<file path="src/rtl/muldiv_ctrl.sv">
// muldiv_ctrl -- sequencing control for the multiply/divide unit and the
// architectural HI/LO registers.
//
// Accepts MULT/MULTU/DIV/DIVU/MTHI/MTLO requests while idle, latches the
// operands for the external multiplier/divider, waits for its done strobe,
// and writes the result to HI/LO. A flush while an operation is in flight
// moves to DRAIN, which waits for the unit to finish and throws the result
// away. A wait counter aborts any operation whose done never arrives.
//
// Ports
//   clk, rst_n                 clock, async active-low reset
//   op_valid, op[2:0]          request (0 MULT,1 MULTU,2 DIV,3 DIVU,4 MTHI,5 MTLO)
//   rs_val, rt_val             operands
//   flush                      discard in-flight result / drop request
//   busy                       high whenever not idle
//   hi, lo                     architectural HI/LO
//   mul_en, mul_unsign         multiplier enable / unsigned select
//   div_start, div_unsign      divider start pulse / unsigned select
//   opa, opb                   latched operands to the units
//   mul_done, mul_result       multiplier completion, {hi,lo} product
//   div_done, div_quot, div_rem divider completion, quotient, remainder
//   timeout_err                one-cycle pulse on timeout abort
module muldiv_ctrl #(
  parameter int TIMEOUT = 15
) (
  input  logic        clk,
  input  logic        rst_n,
  input  logic        op_valid,
  input  logic [2:0]  op,
  input  logic [31:0] rs_val,
  input  logic [31:0] rt_val,
  input  logic        flush,
  output logic        busy,
  output logic [31:0] hi,
  output logic [31:0] lo,
  output logic        mul_en,
  output logic        mul_unsign,
  output logic        div_start,
  output logic        div_unsign,
  output logic [31:0] opa,
  output logic [31:0] opb,
  input  logic        mul_done,
  input  logic [63:0] mul_result,
  input  logic        div_done,
  input  logic [31:0] div_quot,
  input  logic [31:0] div_rem,
  output logic        timeout_err
);

  typedef enum logic [1:0] {S_IDLE, S_MUL, S_DIV, S_DRAIN} state_t;

  localparam int CW = (TIMEOUT < 16) ? 4 : $clog2(TIMEOUT + 1);

  state_t        state;
  logic [CW-1:0] cnt;
  logic          cnt_last;
  logic          drain_done;

  // cnt is 0 on the first waiting cycle, so the last permitted cycle is
  // TIMEOUT-1: busy stays high for exactly TIMEOUT cycles before an abort.
  assign cnt_last   = (cnt == CW'(TIMEOUT - 1));
  // mul_en is kept high in DRAIN only when the drained op was a multiply,
  // so it doubles as the record of which done strobe to wait for.
  assign drain_done = mul_en ? mul_done : div_done;

  always_ff @(posedge clk or negedge rst_n) begin
    if (!rst_n) begin
      state       <= S_IDLE;
      cnt         <= '0;
      busy        <= 1'b0;
      hi          <= '0;
      lo          <= '0;
      mul_en      <= 1'b0;
      mul_unsign  <= 1'b0;
      div_start   <= 1'b0;
      div_unsign  <= 1'b0;
      opa         <= '0;
      opb         <= '0;
      timeout_err <= 1'b0;
    end else begin
      div_start   <= 1'b0;
      timeout_err <= 1'b0;
      case (state)
        S_IDLE: begin
          if (op_valid && !flush) begin
            case (op)
              3'd0, 3'd1: begin
                state      <= S_MUL;
                busy       <= 1'b1;
                mul_en     <= 1'b1;
                mul_unsign <= op[0];
                opa        <= rs_val;
                opb        <= rt_val;
                cnt        <= '0;
              end
              3'd2, 3'd3: begin
                state      <= S_DIV;
                busy       <= 1'b1;
                div_start  <= 1'b1;
                div_unsign <= op[0];
                opa        <= rs_val;
                opb        <= rt_val;
                cnt        <= '0;
              end
              3'd4:    hi <= rs_val;
              3'd5:    lo <= rs_val;
              default: ;
            endcase
          end
        end

        S_MUL: begin
          if (flush) begin
            // done in the flush cycle is already the end of the op
            if (mul_done) begin
              state  <= S_IDLE;
              busy   <= 1'b0;
              mul_en <= 1'b0;
            end else begin
              state  <= S_DRAIN;
            end
            cnt <= '0;
          end else if (mul_done) begin
            {hi, lo} <= mul_result;
            state    <= S_IDLE;
            busy     <= 1'b0;
            mul_en   <= 1'b0;
            cnt      <= '0;
          end else if (cnt_last) begin
            state       <= S_IDLE;
            busy        <= 1'b0;
            mul_en      <= 1'b0;
            timeout_err <= 1'b1;
            cnt         <= '0;
          end else begin
            cnt <= cnt + 1'b1;
          end
        end

        S_DIV: begin
          if (flush) begin
            if (div_done) begin
              state <= S_IDLE;
              busy  <= 1'b0;
            end else begin
              state <= S_DRAIN;
            end
            cnt <= '0;
          end else if (div_done) begin
            // divide-by-zero leaves HI/LO untouched
            if (opb != '0) begin
              lo <= div_quot;
              hi <= div_rem;
            end
            state <= S_IDLE;
            busy  <= 1'b0;
            cnt   <= '0;
          end else if (cnt_last) begin
            state       <= S_IDLE;
            busy        <= 1'b0;
            timeout_err <= 1'b1;
            cnt         <= '0;
          end else begin
            cnt <= cnt + 1'b1;
          end
        end

        S_DRAIN: begin
          if (drain_done || cnt_last) begin
            state       <= S_IDLE;
            busy        <= 1'b0;
            mul_en      <= 1'b0;
            timeout_err <= !drain_done;
            cnt         <= '0;
          end else begin
            cnt <= cnt + 1'b1;
          end
        end

        default: begin
          state  <= S_IDLE;
          busy   <= 1'b0;
          mul_en <= 1'b0;
          cnt    <= '0;
        end
      endcase
    end
  end

endmodule

</file>
<file path="config.mk">
export PLATFORM = sky130hd
export DESIGN_NAME = muldiv_ctrl
export DESIGN_NICKNAME = d
export VERILOG_FILES = /design/src/rtl/muldiv_ctrl.sv
export SDC_FILE = /design/constraint.sdc
export NUM_CORES = 1
export LEC_CHECK = 0
export ABC_AREA = 1
export CAP_MARGIN = 20
export CELL_PAD_IN_SITES_DETAIL_PLACEMENT = 1
export CELL_PAD_IN_SITES_GLOBAL_PLACEMENT = 2
export CORE_MARGIN = 8
export CORE_UTILIZATION = 22
export CTS_CLUSTER_DIAMETER = 80
export DETAILED_ROUTE_END_ITERATION = 12
export HOLD_SLACK_MARGIN = 0.05
export PLACE_DENSITY = 0.8
export SLEW_MARGIN = 20
export SYNTH_ARGS = -nofsm -noshare
export SYNTH_HDL_FRONTEND = slang
export SYNTH_SLANG_ARGS = --single-unit
</file>
<file path="constraint.sdc">
create_clock -name clk -period 2.22 [get_ports clk]
set_input_delay 0.444 -clock clk [delete_from_list [all_inputs] [get_ports clk]]
set_output_delay 0.444 -clock clk [all_outputs]
set_load 0.005 [all_outputs]
</file>
* After elaboration in Yosys (flattened, before gate mapping) *
Cells that the tools add are included.

word-level totals
  register bits after elaboration = 140
  input port bits = 201
  output and inout port bits = 134
  logic and storage cells = 122

operators by class
  $add $sub $neg = 1
  equal/unequal tests = 24
  multiplexer cells = 64
  reduce and logical (&&, ||, !) cells = 21

operators with widths
  cell                                                   count
  two-way mux 32 bit                                     14
  case mux 32 bit (3 select lines)                       2
  two-way mux 4 bit                                      8
  nonzero test 32 bit                                    1
  two-way mux 1 bit                                      25
  two-way mux 2 bit                                      9
  inequality test 2 bit, second input constant           8
  case mux 4 bit (4 select lines)                        1
  AND reduction 8 bit                                    2
  AND reduction 3 bit                                    4
  inequality test 3 bit, second input constant           3
  case mux 2 bit (4 select lines)                        1
  equality test 3 x 2 -> 1 bit, second input constant    2
  equality test 3 bit, second input constant             2
  inequality test 2 x 1 -> 1 bit, second input constant  3
  case mux 1 bit (3 select lines)                        2
  AND reduction 6 bit                                    1
  nonzero test 3 bit                                     2
  AND reduction 5 bit                                    1
  adder 4 x 1 -> 4 bit, second input constant            1
  equality test 2 bit, second input constant             2
  equality test 4 bit, second input constant             1
  case mux 1 bit (4 select lines)                        1
  case mux 2 bit (2 select lines)                        1
  11 further kinds                                       13

* Depth between registers and ports, before layout *
  word-level depth = 5
  mapped depth = 11
  mapped depth without buffers = 10

* Least setup slack after synthesis *
Ideal clock, no wire load.

  path kind = reg2reg
  start point = register state[0]
  end point = register hi[0]
  library setup time = 0.066 ns
  data arrival time = 1.547 ns
  data required time = 2.154 ns
  setup slack = 0.607 ns
  cell stages (with the launch flop) = 9
  buffers on the path = 2
  clock period less this slack = 1.613 ns
  cell sequence = dfrtp_1 -> inv_1 -> ha_1 -> clkbuf_1 -> clkbuf_1 -> nand2_1 -> nand2_1 -> nand4_1 -> nand2_1

between the ends
  cells in the longest elaborated chain, start to end = 3
  elaborated cells between the ends (all ways) = 13
  classes of those cells = 9 x eq/ne; 1 x mux; 3 x reduce/logical

ends and longest elaborated chain
  item                                                            RTL line  text
  from (decl)                                                     54        state_t state;
  from (signal assigned)                                          68        state <= S_IDLE;
  from (signal assigned)                                          88        state <= S_MUL;
  from (signal assigned)                                          97        state <= S_DIV;
  equality test 2 bit (tied with other cells)                     83        case (state)
  inequality test 2 bit (no source line) (tied with other cells)  --
  AND reduction 8 bit (no source line)                            --
  to (signal assigned)                                            105       3'd4: hi <= rs_val;
  to (signal assigned)                                            124       {hi, lo} <= mul_result;
  to (signal assigned)                                            153       hi <= div_rem;
  to (decl)                                                       34        output logic [31:0] hi,

Parallel ways exist; a longest one is shown, timed or not.
A chain may end at the register's enable or synchronous reset.

* Final worst setup path *
  start point = register state[0]
  end point = register lo[19]

between the ends
  cells in the longest elaborated chain, start to end = 3
  elaborated cells between the ends (all ways) = 13
  classes of those cells = 9 x eq/ne; 1 x mux; 3 x reduce/logical

ends and longest elaborated chain
  item                                                            RTL line  text
  equality test 2 bit (tied with other cells)                     83
  inequality test 2 bit (no source line) (tied with other cells)  --
  AND reduction 8 bit (no source line)                            --
  to (signal assigned)                                            106       3'd5: lo <= rs_val;
  to (signal assigned)                                            124
  to (signal assigned)                                            152       lo <= div_quot;
  to (decl)                                                       35        output logic [31:0] lo,

Parallel ways exist; a longest one is shown, timed or not.

==> results.md <==
- In this run, the combinational gates consume between 50% and 60% of the power.
- The internal portion of the total power is slightly above 9 mW.
- The later pin in the worst-skew pair is clocked with a latency of between 0.4 and 0.5 ns.
- The flow ran to the end, and the final reports show no timing, DRC or antenna violations.
- The total inserted antenna cells is 0.
- Sequential cells account for between 20% and 30% of the total power.
- Measured against its own limit, the worst slew margin works out to between 60% and 70%.
- The combined global-route utilization of all metal layers is between 15 and 20%.
- The share of the Yosys chip area taken by registers is 47.5%.
- The number of detailed-routing iterations run before antenna repair is 4.
- The total CTS buffers is 17.
- The startpoint class of the critical path is a flip-flop.
- The total I/O pin count is roughly 340.
- The proportion of layout cells with a drive suffix above 1 is under 10%.
- From left edge to right edge, the die measures around 200 µm.
- The library cells used most frequently in the layout, excluding fill and tap cells, are nand2_1 (699), clkdlybuf4s50_1 (333), dfrtp_1 (140), nand4_1 (66), nor2_1 (23).
- The number of buffers added on ports is between 300 and 400.
- The layout overhead on the synthesized area is 61.1%.
- The fraction of the cycle the final worst path needs is roughly nine tenths.
- Setup repair after global routing left no endpoint under its margin.
- The count of warnings emitted by yosys is 0.
- The kind of capture point of the worst setup path is a flip-flop.
- The sum of routed wire length over all layers is 35100 µm.
- Setup violations remaining at the end of the flow were counted as 0.
- Once placement finished, the instance area stood at 11300 µm².
- The power density normalized to cell area is roughly 1300 nW/µm².
- Entering global routing, the biggest net connects 65 pins.
- For the pin with the worst max-slew slack, the measured transition is about 0.47 ns.
- The analysis attributes to net switching a power of roughly 6.5 mW.
- At the placement stage, the worst setup path has a slack of approximately 0.12 ns.
- Counting instances, the worst hold path has a depth of 2.
- The leakage power is roughly 5.9 nW.
- The summed negative setup slack over all endpoints is 0 ns.
- The vertical extent of the die is 199 µm.
- The most used flip-flop cell after synthesis is dfrtp_1.
- Clock-pin slew was measured on the worst setup and hold paths at roughly 0.070 ns.
- The class of the most critical hold timing path is reg -> reg.
- The share of total power consumed by net switching is approximately two fifths.
- The number of nets in the synthesized netlist is 1267.
- Of all nets on the critical path, the largest fanout is 33.
- STA puts the critical path data arrival time at 2.33 ns.
- The worst hold slack is roughly 0.47 ns.
- Counting cells, the worst reg-to-reg path comes to 10.
- The time the worst path needs with I/O delays and setup is 2.02 ns.
- The terminus of the critical flop-to-flop path is lo[19].
- The data required time at the worst endpoint is 2.52 ns.
- For this configuration, the core starts out at a cell density of 22.2%.
- The residual antenna-violating net count after detailed routing is 0.
- The core outline area is 33300 µm².
- The aggregate global routing overflow is 0.
- The final weighted congestion in routability-driven placement is just under 0.8.
- The setup path with the least slack is of type reg -> reg.
- In this run, the number of DRC markers left after iteration 0 of detailed routing was roughly 310.
- The number of flops mapped to enable cells by yosys is 0.
- The number of placed cells counting well taps is around 1800.
- For hold timing, the worst endpoint is hi[12].
- In this run the register-to-register setup slack is between 0.15 and 0.2 ns.
- The final design instance area without fill is 11900 µm².
- In this run, distinct cell masters in the synthesized netlist total 27.
- The slowest stage cell on the critical path is dfrtp_1.
- The number of failing hold endpoints at the final stage was 0.
- The tool flagged a number of max-cap violations equal to 0.
- The clock tree synthesis step divided the H-tree into 4 levels.
- The library cell used as clock root buffer is clkbuf_16.
- The peak ir drop on the vdd network is around 0.00054 V.
- The total number of nets in the final design is between 1500 and 2000.
- For this run, the top clock speed supported by timing is just under 500 MHz.
- The total half-perimeter wirelength after legalization and detailed placement is 26500 µm.
- The worst register-to-register path begins at state[0].
- The first global-routing pass estimated approximately 53000 µm of wire.
- The per-instance average area after synthesis is about 7.0 µm².
- The gate count after technology mapping is 1060.
- The launch point of the worst hold path is hi[12].
- The total via count after detailed routing is approximately 8100.
- Using the TritonRoute via totals, the vias-per-cell ratio works out to between 4 and 5.
- The count of unresolved DRC violations after routing is 0.
- On the worst path, the slowest cell contributes a delay of between 0.4 and 0.5 ns.
- In this run, synthesis produced a sequential element count of 140.
- Leaving out fill and tap cells, the most frequent cell in the layout is nand2_1.
- The total setup buffers inserted after CTS is 0.
- The share of synthesized flip-flops with an asynchronous set or reset is 100%.
- The final count of pins violating max slew is 0.
- The via count of the first global-routing pass was 8868.
- The post-synthesis instance area is roughly 7400 µm².
- After layout, the worst setup slack is 0.198 ns.
- The clock tree buffer depth is 2.
- The floorplan has 67 rows.
- TritonCTS built the clock tree.
- In the final routed layout, each cell accounts on average for around 19 µm.
- Traced cell by cell, the critical path runs through inv_1 -> ha_2 -> inv_1 -> nor2_1 -> nand3_1 -> nor2_1 -> nand2_4 -> buf_4 -> nand4_1 -> nand2_1.
- The final standard cell count with taps included and fillers excluded is approximately 1800.
- The clock drives between 100 and 150 sinks.
- For the final database, setup skew stands at about 0.018 ns.
- The initial antenna violation count is 0.
- Per report_power, the clock group accounts for around a fifth of the total.
- The floorplan step defined a die boundary enclosing a little under 40000 µm².
==> timing repair <==
action | in CTS | in global routing
hold buffers | 1 | 0
endpoints found under the setup margin | 0 | 4
resized for setup | 0 | 1
endpoints found under the hold margin | 41 | 0
==> state kept, by name (all words and copies together), names as in the netlist <==
| register | count |
|---|---|
| div_start | 1 |
| mul_unsign | 1 |
| lo | 32 |
| opa | 32 |
| cnt | 4 |
| timeout_err | 1 |
| hi | 32 |
| opb | 32 |
| mul_en | 1 |
| state | 2 |
| div_unsign | 1 |
| busy | 1 |
==> layer usage <==
metal  vias to the layer above  routed length, µm  track usage (%)  share of wire, %
met5                         -                  0                0                 0
met4                         0                739             5.11               2.1
met3                        37               2980             6.18               8.5
met2                       233              16900             29.5                48
met1                      3876              14500             20.7                41
li1                       3930                  -                -                 -
==> kinds of logic (layout without fill, tap and decap cells) <==
logic type | Yosys count | after routing | share of synthesized area [%]
fa+ha+maj | 6 | 6 | 1.02
xor+xnor | 2 | 2 | 0.237
buf+inv | 85 | 411 | 5.80
simple gates | 806 | 806 | 43.9
flops | 140 | 140 | 47.5
compound gates | 21 | 21 | 1.56
==> power groups by stage <==
| stage | registers [mW] | clock network, mW | logic [mW] |
|---|---|---|---|
| after global placement | 4.53 | 0 | 8.22 |
| after global routing | 4.67 | 3.38 | 9.08 |
| after floorplan | 4.49 | 0 | 3.55 |
| final | 4.50 | 3.15 | 8.13 |
| after detailed placement | 4.55 | 0 | 8.37 |
| after CTS | 4.52 | 3.26 | 8.40 |
==> stage by stage <==
stage | power, mW | util (%)
after CTS | 16.2 | 35.7
final | 15.8 | 35.7
after global placement | 12.8 | 33.8
after global routing | 17.1 | 35.7
after floorplan | 8.04 | -
after detailed placement | 12.9 | 33.8
==> synth_stat cells, types with 2 or more instances <==
library cell | instances | share of area [%]
buf_1 | 6 | 0.31
dfrtp_1 | 140 | 47
inv_1 | 21 | 1.1
o21ai_1 | 2 | 0.14
buf_4 | 6 | 0.61
buf_2 | 27 | 1.8
o21ai_0 | 13 | 0.88
nor2_4 | 2 | 0.31
nand3_2 | 3 | 0.41
nand4_1 | 66 | 5.6
nand2_1 | 701 | 36
ha_1 | 6 | 1.0
clkbuf_1 | 17 | 0.86
a21oi_1 | 2 | 0.14
nand3_1 | 8 | 0.54
nor2_1 | 23 | 1.2
buf_6 | 7 | 1.1
==> worst max-delay path: cells and delay by family (launching register included) <==
kind	cells	cell delay, ns
buffers and inverters	3	0.49
and+or+nand+nor	6	0.72
adders and majority gates	1	0.25
DFF	1	0.42
==> worst max-delay path by stage <==
| stage | from | endpoint | slack, ns | cells after the start |
|---|---|---|---|---|
| after floorplan | state[0] | hi[0] | 0.61 | 8 |
| after global placement | flush | state[0] | 0.15 | 6 |
| after detailed placement | state[0] | cnt[0] | 0.12 | 9 |
| after CTS | state[0] | cnt[0] | 0.11 | 9 |
| after global routing | state[0] | cnt[1] | 0.006 | 9 |
| final | state[0] | lo[19] | 0.20 | 10 |
==> layout make-up <==
cell class              instances  area, µm²
well taps                     448        561
clock buffers                  19        443
flip-flops and latches        140       3500
repair buffers                357       3640
inverters                      22       82.6
multi-input cells             835       3490
fillers                      4070      21400
clock inverters                13        180
(Power assumes the default switching activity.)
